## config.mk

```make
export PLATFORM = sky130hd
export DESIGN_NAME = ones_pattern_gen
export DESIGN_NICKNAME = d
export VERILOG_FILES = /design/src/rtl/ones_pattern_gen.sv
export SDC_FILE = /design/constraint.sdc
export NUM_CORES = 1
export LEC_CHECK = 0
export BUFFER_PORTS_ARGS = -buffer_cell sky130_fd_sc_hd__clkbuf_2
export CORE_MARGIN = 2
export CORE_UTILIZATION = 55
export DETAILED_ROUTE_END_ITERATION = 6
export MAX_ROUTING_LAYER = met4
export PLACE_DENSITY = 0.74
export SYNTH_ARGS = -nofsm -noshare
export SYNTH_HDL_FRONTEND = slang
export SYNTH_SLANG_ARGS = --single-unit
```

## constraint.sdc

```tcl
create_clock -name clk -period 3.75 [get_ports clk]
set_input_delay 0.5625 -clock clk [delete_from_list [all_inputs] [get_ports clk]]
set_output_delay 0.5625 -clock clk [all_outputs]
set_load 0.1 [all_outputs]
```

## src/rtl/ones_pattern_gen.sv

```systemverilog
// ones_pattern_gen: enumerates all W-bit patterns with exactly K ones in ascending order over a valid/ready stream.
// Optional popcount self-check enabled by defining ONES_GEN_SELFCHECK_EN.
module ones_pattern_gen #(
    parameter int W  = 8,
    parameter int CW = 4
) (
    input  logic          clk,
    input  logic          rst,
    input  logic          start,
    input  logic [CW-1:0] count,
    output logic          busy,
    output logic          out_valid,
    input  logic          out_ready,
    output logic [W-1:0]  out_data,
    output logic          out_last,
    output logic [15:0]   out_index,
    output logic          done,
    output logic          err,
    output logic          chk_err
);
    typedef enum logic {IDLE, RUN} state_t;
    localparam logic [W-1:0] ones = '1;
    state_t state;
    logic [CW-1:0] k;
    logic [CW-1:0] tz;
    logic [W-1:0] lsb, sum, nxt, top, low_start;
    // Gosper's hack with the divide by the lowest set bit replaced by a shift by its position.
    always_comb begin
        tz = '0;
        for (int i = W - 1; i >= 0; i--)
            if (out_data[i]) tz = CW'(i);
        lsb = out_data & (-out_data);
        sum = out_data + lsb;
        nxt = sum | (((sum ^ out_data) >> 2) >> tz);
        top = ones << (W - int'(k));
        low_start = ones >> (W - int'(count));
    end
    assign busy = (state == RUN);
    always_ff @(posedge clk or posedge rst) begin
        if (rst) begin
            state     <= IDLE;
            k         <= '0;
            out_valid <= 1'b0;
            out_data  <= '0;
            out_last  <= 1'b0;
            out_index <= '0;
            done      <= 1'b0;
            err       <= 1'b0;
        end else begin
            done <= 1'b0;
            err  <= 1'b0;
            case (state)
                IDLE: if (start) begin
                    if (int'(count) > W) begin
                        err <= 1'b1;
                    end else begin
                        state     <= RUN;
                        k         <= count;
                        out_valid <= 1'b1;
                        out_data  <= low_start;
                        out_last  <= (count == '0) || (int'(count) == W);
                        out_index <= '0;
                    end
                end
                RUN: if (out_ready) begin
                    if (out_last) begin
                        state     <= IDLE;
                        out_valid <= 1'b0;
                        out_last  <= 1'b0;
                        done      <= 1'b1;
                    end else begin
                        out_data  <= nxt;
                        out_last  <= (nxt == top);
                        out_index <= out_index + 16'd1;
                    end
                end
                default: state <= IDLE;
            endcase
        end
    end
`ifdef ONES_GEN_SELFCHECK_EN
    logic [CW-1:0] pop;
    always_comb begin
        pop = '0;
        for (int i = 0; i < W; i++)
            pop = pop + CW'(out_data[i]);
    end
    always_ff @(posedge clk or posedge rst) begin
        if (rst) chk_err <= 1'b0;
        else if (out_valid && pop != k) chk_err <= 1'b1;
    end
`else
    assign chk_err = 1'b0;
`endif
endmodule

```

Word-level counts from Yosys, hierarchy flattened
Cells that the tools add are included.

Bits of input ports: 8. Output and inout port bits: 30. Word-level logic and storage cells: 74. Flip-flop bits (word level): 33.

Reduce and logical (&&, ||, !) cells: 6. Shift operators: 3. Equality and inequality tests: 7. Bitwise operators: 5. Multiplexer cells: 39. Magnitude comparators: 1. Add/subtract/negate cells: 5.

Operators with widths (number): $mux 16 (4); $mux 8 (4); $pmux 16 s2 (1); $shl 8x32->8 const A (1); $shr 8x32->8 const A (1); $mux 4 (5); $mux 1 (18); $add 16x1->16 const B (1); $pmux 8 s2 (1); $ne 2x2->1 const B (5); $sub 4x4->5 const A (2); $mux 3 (3); $add 8x8->8 (1); $and 8x8->8 (1); $eq 8x8->1 (1); $neg 8->8 (1); $or 8x8->8 (1); $reduce_and 4->1 (2); $shr 6x4->8 (1); $xor 8x8->8 (1); $pmux 1 s2 (3); $reduce_and 3->1 (2); $eq 4x4->1 const B (1); $gt 4x4->1 const B (1); other kinds (3) (4).

Depth between registers and ports, before layout
Gate-level depths: netlist of run 1.

Depth in word-level cells: 14. Depth in mapped cells: 10. Mapped depth without buffers: 10.

Least setup slack after synthesis of run 1
OpenSTA, ideal clock, no wires.

Path kind: register -> register. Start point: register out_data[5]. End point: register out_last. Data required time: 3658 ps. Setup slack: 825 ps. Data arrival time: 2833 ps. Library setup time: 92 ps. Stages on the path, launching flop included: 9. Buffers on the path: 0. Period minus slack after synthesis: 2925 ps. Path through: dfrtp_1 > inv_1 > or4_1 > o32a_1 > mux2_4 > o31ai_4 > a211o_2 > nand3_2 > o31ai_2.

Longest elaborated chain between the ends: 12. Elaborated cells on any way between the ends: 16. Classes of those cells: 2 x add/sub; 1 x eq/ne; 1 x shift; 9 x mux; 3 x bitwise.

RTL lines: from (decl) (RTL line 14) `output logic [W-1:0] out_data,`; from (signal assigned) (RTL line 60) `out_data <= low_start;`; from (signal assigned) (RTL line 72) `out_data <= nxt;`; branches (longest 7 deep; another with $neg 8->8); $or 8x8->8 (*) (RTL line 34) `nxt = sum | (((sum ^ out_data) >> 2) >> tz);`; $eq 8x8->1 (*) (RTL line 73) `out_last <= (nxt == top);`; $mux 1 (*) (RTL line 66) `if (out_last) begin`; $mux 1 (*) (RTL line 65) `RUN: if (out_ready) begin`; $pmux 1 s2 (*) (RTL line 52) `case (state)`; to (signal assigned) (RTL line 61) `out_last <= (count == '0) || (int'(count) == W);`; to (signal assigned) (RTL line 73); to (decl) (RTL line 15) `output logic out_last,`.

Mark *: on every way between the ends. The select of a mux whose other input is x is not followed. A chain may end at the register's enable or synchronous reset.

Worst setup path after layout of run 1
Same ends and word-level chain as after synthesis.

==> qor.csv, run 1 <==
stage;metric;value;unit
run_status;outcome;finished clean;
clocking;# hold bufs at CTS;0;
place;IO buf count;36;
layout;nets@finish;331;
timing;final setup fails;0;
grt;GRT Overall Usage;24.4;%
place;placed cell count;363;
drt;vias per cell;5.99;
setup_path;critical path class;reg -> reg;
clocking;post-CTS setup buffers;0;
synthesis;synth unique cells;65;
setup_path;Worst Setup Start Kind;flop;
timing;post-layout min period;2.81;ns
grt;vias in the first global route;1961;
layout;Layout Utilization;65.2;%
floorplan;std cell rows;23;
clocking;CTS Buffer Depth;2;
floorplan;Placeable Area;4090;sq um
floorplan;io pins;38;
place;Final Wtd Congestion;0.963;
grt;antenna violations before repair;0;
drt;DR vias;2223;
floorplan;effective utilization at floorplan;58.1;%
clocking;TritonCTS clock tree;built;
setup_path;r2r worst-path depth;8;
clocking;CTS root buf;clkbuf_8;
timing;Setup TNS Final;0;ns
timing;Least-Margin Pin Slew;0.926;ns
setup_path;Worst Path Max Fanout;12;
timing;final hold viol count;0;
layout;number of fill cells;374;
setup_path;worst endpoint required time;3.93;ns
clocking;H-tree Lvls;2;
synthesis;synthesized area;2370;sq um
synthesis;Primary FF master, synth;dfrtp_1;
grt;largest net degree at the start of global routing;26;
setup_path;element type at the critical path end;flop;
grt;global-route wire length before repair;9460;um
synthesis;syn_area_per_cell;8.18;sq um
clocking;total clock sinks;33;
drt;final WL;5470;um
layout;Layout area overhead;12.2;%
layout;most frequent cells in the layout;36 x clkbuf_2, 33 x dfrtp_1, 32 x nand2_1;
timing;RSZ-0062 raised after global routing;false;
clocking;post_cts resized;0;
layout;ant diodes;0;
synthesis;most area-consuming cells after synthesis;dfrtp_1 35%, a21oi_1 5.5%, nand2_1 5.1%, nor2_1 4.4%, o21ai_0 3.6%;
synthesis;syn_nets;301;
grt;global route overflow;0;
synthesis;Post-Synthesis Cells;290;
drt;Wirelength per Cell;14.7;um
synthesis;Post-synth EDFFs;0;
timing;clock skew;0.00492;ns
synthesis;#FFs+latches synth;33;
timing;final worst-path cycle share;74.9;%
clocking;CTS buffer count;5;
layout;share of layout cells above drive strength 1;19.9;%
floorplan;die height;69.7;um
place;HPWL after DPL;4150;um
clocking;worst skew pair latency;0.28;ns
drt;DR DRC count;0;
timing;f_max;356;MHz
layout;Final Non-Filler Cells;371;
synthesis;top cell type's share of synthesized area;34.8;%
flow_run;Max-cap violations;0;
clocking;register clock-pin slew on the reported worst setup and hold paths;0.07;ns
floorplan;Die Area;4860;sq um
drt;DRT iter0 DRCs;272;
synthesis;area leader, netlist;dfrtp_1;
floorplan;Die W;69.7;um
timing;Max Slew Vio Count;0;
drt;DRT antenna net count;0;
synthesis;register area share after synthesis;34.8;%
setup_path;worst path arrival time;2.99;ns
layout;commonest non-fill, non-tap cell in the layout;clkbuf_2;
synthesis;Synth warnings;0;
timing;Rel. slew slack;38.2;%
hold_path;HP Class;in -> async;
synthesis;ys async rst share;100;%
drt;DR pass1 iterations;4;
-- through the flow --
step	hold slack, ns	setup slack [ns]	instance area, sq um
final	0.460	0.943	2660
after floorplan	0.504	0.825	2370
after global placement	0.522	0.986	2560
after CTS	0.498	0.982	2660
after global routing	0.548	0.694	2660
after detailed placement	0.523	0.922	2560
-- cells in the mapped netlist, types with 3 or more instances --
cell,instances
ha_1,3
nor2b_1,3
a211oi_1,3
nand3_1,6
clkbuf_1,12
o21ai_0,17
nor3b_1,3
or3_1,8
a31oi_1,5
nand2_1,32
nand2b_1,9
a22oi_1,3
nor2_1,28
mux2i_1,4
nand4_1,6
a21oi_1,26
or2_2,4
and3_1,4
nor3_1,6
xor2_1,8
dfrtp_1,33
inv_1,12
xnor2_1,5
-- layer usage --
| metal | global-route usage (%) | share of wire, % | vias up |
|---|---|---|---|
| met1 | 35.7 | 48 | 1027 |
| li1 | - | - | 1109 |
| met5 | - | 0 | - |
| met4 | 7.05 | 1.5 | 0 |
| met3 | 4.07 | 6.3 | 8 |
| met2 | 34.9 | 44 | 79 |
-- state kept, by name, indices dropped and copies added, names as in the netlist --
signal / cells
out_valid: 1
done: 1
out_data: 8
err: 1
k: 4
out_index: 16
busy: 1
out_last: 1
-- worst paths after layout --
kind / from / endpoint / slack, ns
hold reg to reg: out_index[0]$_DFFE_PP0P_ / out_index[0]$_DFFE_PP0P_ / 0.53
hold / removal: rst / out_index[8]$_DFFE_PP0P_ / 0.46
max in group asynchronous: rst / k[0]$_DFFE_PP0P_ / 2.60
setup reg to reg: out_data[5]$_DFFE_PP0P_ / out_last$_DFFE_PP0P_ / 0.94
min in group clk: out_index[0]$_DFFE_PP0P_ / out_index[0]$_DFFE_PP0P_ / 0.53
setup / recovery: out_data[5]$_DFFE_PP0P_ / out_last$_DFFE_PP0P_ / 0.94
-- worst max-delay path: stages (launching register included) --
cell and delay [ns]:
dfrtp_1 0.58, inv_1 0.21, or4_1 0.60, o32a_1 0.21, nor2_1 0.20, mux2i_1 0.10
o21ai_0 0.35, a31oi_1 0.19, o31ai_2 0.27
-- cell type report --
type | instances | area [sq um] | share of cell area, %
Multi-Input combinational cell | 230 | 1430 | 53.8
Sequential cell | 33 | 826 | 31.0
Timing Repair Buffer | 38 | 195 | 7.33
Clock buffer | 7 | 96.3 | 3.62
Tap cell | 50 | 62.6 | 2.35
Inverter | 12 | 45.0 | 1.69
Clock inverter | 1 | 5.00 | 0.188
-- logic make-up (layout without fill, tap and decap cells) --
kind of cell,Yosys count,after routing,synth area share (%)
and+or+nand+nor,121,121,25.8
AOI/OAI and AO/OA,85,85,24.8
DFF,33,33,34.8
buffers and inverters,27,58,4.80
xor gates and xnor gates,13,13,4.80
muxes,7,7,3.27
adders and majority gates,3,3,1.58
other,1,1,0.158
Power of run 1 is not shown: default switching activity piles up to over one toggle a cycle in this logic, so the estimate is an artifact.
==> inputs of run 2 (changes only) <==
Clock period 3.75 ns to 2.9 ns, I/O delays scaled along.
==> qor.csv, run 2 (synthesized netlist as in run 1, its figures left out) <==
stage;metric;value;unit;change
layout;most frequent cells in the layout;36 x clkbuf_2, 32 x nand2_1, 30 x dfrtp_1;;
drt;DRT iter0 DRCs;249;;-8.5%
setup_path;worst endpoint required time;3.06;ns;-0.87 ns
drt;vias per cell;5.94;;-0.84%
grt;vias in the first global route;1997;;+1.8%
grt;GRT Overall Usage;25.2;%;+0.84 points
clocking;H-tree Lvls;2;;unchanged
floorplan;Die W;69.7;um;unchanged
clocking;CTS buffer count;5;;unchanged
place;IO buf count;36;;unchanged
drt;met2 wire length;2590;um;+6.8%
layout;Storage cell area;830;sq um;+0.45%
timing;Max Slew Vio Count;0;;unchanged
timing;f_max;378;MHz;+6.0%
layout;largest register by flop count;out_index;;
setup_path;CP max stage delay;0.52;ns;-0.08 ns
clocking;TritonCTS clock tree;built;;
setup_path;slowest CP cell;dfrtp_1;;
layout;commonest non-fill, non-tap cell in the layout;clkbuf_2;;
layout;share of layout cells above drive strength 1;22.6;%;+2.6 points
clocking;register clock-pin slew on the reported worst setup and hold paths;0.07;ns;about the same
hold_path;HP Class;in -> async;;
layout;number of fill cells;352;;-5.9%
drt;Wirelength per Cell;15.1;um;+2.3%
drt;metal3 WL;283;um;-18%
layout;Largest register FFs;16;;unchanged
setup_path;element type at the critical path end;flop;;
place;HPWL after DPL;4310;um;+4.0%
timing;Least-Margin Pin Slew;0.854;ns;-0.0721 ns
timing;final setup fails;0;;unchanged
grt;largest net degree at the start of global routing;24;;-7.7%
drt;final WL;5700;um;+4.2%
timing;post-layout min period;2.65;ns;-0.160 ns
floorplan;std cell rows;23;;unchanged
clocking;total clock sinks;33;;unchanged
setup_path;Worst Path Max Fanout;14;;+2
drt;DR vias;2246;;+1.0%
drt;Top Metal Used;met4;;
place;Placed Area;2620;sq um;+2.2%
clocking;# hold bufs at CTS;0;;unchanged
floorplan;Die Area;4860;sq um;unchanged
timing;Rel. slew slack;43.0;%;+4.8 points
timing;Setup TNS Final;0;ns;unchanged
setup_path;critical path class;reg -> reg;;
drt;DR DRC count;0;;unchanged
layout;Layout area overhead;14.6;%;
clocking;CTS Buffer Depth;2;;unchanged
grt;global route overflow;0;;unchanged
layout;cell area after layout;2720;sq um;+2.1%
drt;DRT antenna net count;0;;unchanged
setup_path;worst path arrival time;2.80;ns;-0.19 ns
setup_path;Critical Path, Cell by Cell;or2_2 -> a21oi_2 -> a221oi_1 -> a41oi_1 -> mux2_2 -> a211o_2 -> nand3_2 -> o31ai_2;;
drt;DR pass1 iterations;4;;unchanged
setup_path;Worst Setup Start Kind;flop;;
place;Final Wtd Congestion;0.928;;-3.7%
layout;ant diodes;0;;unchanged
timing;final hold viol count;0;;unchanged
clocking;worst skew pair latency;0.28;ns;about the same
flow_run;Max-cap violations;0;;unchanged
floorplan;die height;69.7;um;unchanged
clocking;CTS root buf;clkbuf_8;;
clocking;post-CTS setup buffers;0;;unchanged
layout;biggest regs;out_index: 16 flops, out_data: 8 flops, k: 4 flops;;
timing;final worst-path cycle share;91.3;%;+16 points
drt;Routed met1 length;2790;um;+6.7%
timing;RSZ-0062 raised after global routing;false;;
floorplan;Placeable Area;4090;sq um;unchanged
clocking;post_cts resized;0;;unchanged
run_status;outcome;finished clean;;
layout;Multi-input gate area;1430;sq um;unchanged
layout;nets@finish;338;;+2.1%
floorplan;io pins;38;;unchanged
floorplan;effective utilization at floorplan;58.1;%;unchanged
timing;clock skew;0.00825;ns;+0.00334 ns
grt;global-route wire length before repair;9720;um;+2.8%
grt;antenna violations before repair;0;;unchanged
run 2: area by class of cell:
type / count / area share, %
Multi-Input combinational cell: 230 / 52.7
Inverter: 12 / 1.66
Tap cell: 50 / 2.30
Sequential cell: 33 / 30.5
Clock inverter: 1 / 0.184
Clock buffer: 7 / 3.54
Timing Repair Buffer: 45 / 9.11
run 2: worst paths after layout:
path                       depth (start not counted)                      from                       end  slack (ns)
max in group asynchronous                          3                       rst          k[2]$_DFFE_PP0P_        1.91
min in group clk                                   3                  count[1]          k[1]$_DFFE_PP0P_        0.40
min reg2reg                                        1  out_index[0]$_DFFE_PP0P_  out_index[0]$_DFFE_PP0P_        0.53
max                                                8   out_data[1]$_DFFE_PP0P_      out_last$_DFFE_PP0P_        0.25
min                                                2                       rst  out_index[8]$_DFFE_PP0P_        0.30
max reg2reg                                        8   out_data[1]$_DFFE_PP0P_      out_last$_DFFE_PP0P_        0.25
run 2: critical path: cells and delay by family, from the launching register on:
| family | cells | cell delay [ns] |
|---|---|---|
| compound gates | 5 | 1.13 |
| flops | 1 | 0.52 |
| mux | 1 | 0.40 |
| simple gates | 2 | 0.46 |
run 2: stage by stage:
step / hold WS, ns / setup slack, ns / utilization, % / std cells
5_1_grt: 0.375 / 0.0264 / 66.6 / 378
2_1_floorplan: 0.504 / 0.0229 / - / 290
3_3_place_gp: 0.518 / 0.355 / 64.1 / 370
4_1_cts: 0.325 / 0.267 / 66.6 / 378
3_5_place_dp: 0.527 / 0.287 / 64.1 / 370
6_report: 0.296 / 0.253 / 66.6 / 378
run 2: per-layer routing:
layer,GRT usage [%],vias up
met3,4.07,5
met5,-,-
met1,36.6,1043
met4,4.91,0
met2,37.7,77
li1,-,1121
Power of run 2 is left out for the same reason.
==> inputs of run 3 (changes only) <==
Settings changed: CORE_ASPECT_RATIO from default to 1.4.
==> qor.csv, run 3 (synthesized netlist as in run 1, its figures left out) <==
stage;metric;value;unit;change
floorplan;io pins;38;;unchanged
drt;DRT iter0 DRCs;171;;-31%
clocking;CTS root buf;clkbuf_8;;
place;Final Wtd Congestion;1.01;;+9.2%
clocking;H-tree Lvls;2;;unchanged
clocking;worst skew pair latency;0.28;ns;about the same
drt;DRT antenna net count;0;;unchanged
layout;ant diodes;0;;unchanged
layout;Multi-input gate area;1430;sq um;unchanged
drt;vias per cell;6.09;;+2.5%
timing;Max Slew Vio Count;0;;unchanged
layout;Layout area overhead;14.5;%;about the same
place;HPWL after DPL;4440;um;+3.0%
clocking;post_cts resized;0;;unchanged
timing;RSZ-0062 raised after global routing;false;;
place;worst slack, placed;0.323;ns;+0.0359 ns
clocking;TritonCTS clock tree;built;;
clocking;register clock-pin slew on the reported worst setup and hold paths;0.07;ns;about the same
setup_path;Worst Path Max Fanout;14;;unchanged
layout;share of layout cells above drive strength 1;23.0;%;+0.40 points
hold_path;HP Class;in -> async;;
layout;number of fill cells;385;;+9.4%
floorplan;std cell rows;28;;+22%
timing;Least-Margin Pin Slew;0.630;ns;-0.224 ns
run_status;outcome;finished clean;;
clocking;total clock sinks;33;;unchanged
setup_path;worst endpoint required time;3.09;ns;+0.03 ns
timing;final setup fails;0;;unchanged
grt;vias in the first global route;2172;;+8.8%
floorplan;Die Area;4860;sq um;+0.16%
grt;global-route wire length before repair;9740;um;+0.21%
layout;Storage cell area;830;sq um;unchanged
floorplan;die height;81.7;um;+17%
timing;hold slack;0.204;ns;-0.0919 ns
timing;final hold viol count;0;;unchanged
grt;antenna violations before repair;0;;unchanged
layout;Largest register FFs;16;;unchanged
floorplan;Placeable Area;4200;sq um;+2.9%
grt;largest net degree at the start of global routing;17;;-29%
floorplan;Die W;59.5;um;-15%
layout;most frequent cells in the layout;36 x clkbuf_2, 32 x nand2_1, 30 x dfrtp_1;;
flow_run;Max-cap violations;0;;unchanged
timing;Final WS setup;0.300;ns;+0.0474 ns
setup_path;worst path arrival time;2.79;ns;about the same
clocking;CTS Buffer Depth;2;;unchanged
setup_path;critical path class;reg -> reg;;
drt;DR DRC count;0;;unchanged
grt;global route overflow;0;;unchanged
clocking;CTS buffer count;5;;unchanged
setup_path;Worst Setup Start Kind;flop;;
timing;f_max;385;MHz;+1.8%
timing;final worst-path cycle share;89.7;%;-1.6 points
clocking;# hold bufs at CTS;0;;unchanged
layout;biggest regs;out_index: 16 flops, out_data: 8 flops, k: 4 flops;;
timing;Rel. slew slack;57.9;%;+15 points
layout;commonest non-fill, non-tap cell in the layout;clkbuf_2;;
layout;nets@finish;341;;+0.89%
layout;largest register by flop count;out_index;;
drt;DR pass1 iterations;4;;unchanged
clocking;post-CTS setup buffers;0;;unchanged
place;IO buf count;36;;unchanged
grt;GRT Overall Usage;27.0;%;+1.7 points
timing;clock skew;0.00496;ns;-0.00329 ns
drt;Wirelength per Cell;15.6;um;+3.6%
timing;Setup TNS Final;0;ns;unchanged
drt;DR vias;2289;;+1.9%
floorplan;effective utilization at floorplan;56.5;%;-1.6 points
setup_path;element type at the critical path end;flop;;
drt;final WL;5880;um;+3.1%
timing;post-layout min period;2.60;ns;-0.0474 ns
## run 3: final timing paths
kind | slack [ns] | startpoint | depth (start not counted) | end
setup / recovery | 0.30 | out_data[0]$_DFFE_PP0P_ | 8 | out_last$_DFFE_PP0P_
hold / removal | 0.20 | rst | 2 | out_index[1]$_DFFE_PP0P_
setup reg to reg | 0.30 | out_data[0]$_DFFE_PP0P_ | 8 | out_last$_DFFE_PP0P_
hold reg to reg | 0.55 | out_index[15]$_DFFE_PP0P_ | 2 | out_index[15]$_DFFE_PP0P_
max in group asynchronous | 2.10 | rst | 3 | k[1]$_DFFE_PP0P_
min in group clk | 0.40 | count[2] | 3 | k[2]$_DFFE_PP0P_
## run 3: layer usage
| metal | GRT usage (%) | part of all wire [%] | vias up |
|---|---|---|---|
| met3 | 3.94 | 3.5 | 17 |
| li1 | - | - | 1129 |
| met1 | 31.0 | 41 | 1072 |
| met5 | - | 0 | - |
| met4 | 12.4 | 3.1 | 0 |
| met2 | 45.7 | 53 | 71 |
## run 3: cell type report
type / count / area share, %
sequential: 33 / 30.5
clock inverter: 2 / 0.368
clock buffer: 6 / 2.67
inverter: 12 / 1.66
multi-input combinational: 230 / 52.8
timing repair buffer: 48 / 9.94
tap: 45 / 2.07
## run 3: through the flow
stage | std cells | cell area (sq um) | utilization [%]
after global routing | 376 | 2720 | 64.6
final | 376 | 2720 | 64.6
after floorplan | 290 | 2380 | -
after CTS | 376 | 2720 | 64.6
after detailed placement | 368 | 2640 | 62.7
after global placement | 368 | 2640 | 62.7
## run 3: worst max-delay path: stages (launching register included)
cell and delay [ns]:
dfrtp_1 0.51, nor2b_1 0.23, or4_1 0.59, o32a_1 0.22, mux2_4 0.31, o31ai_4 0.23, a211o_2 0.15, nand3_2 0.05
o31ai_2 0.22
Power of run 3 is left out for the same reason.
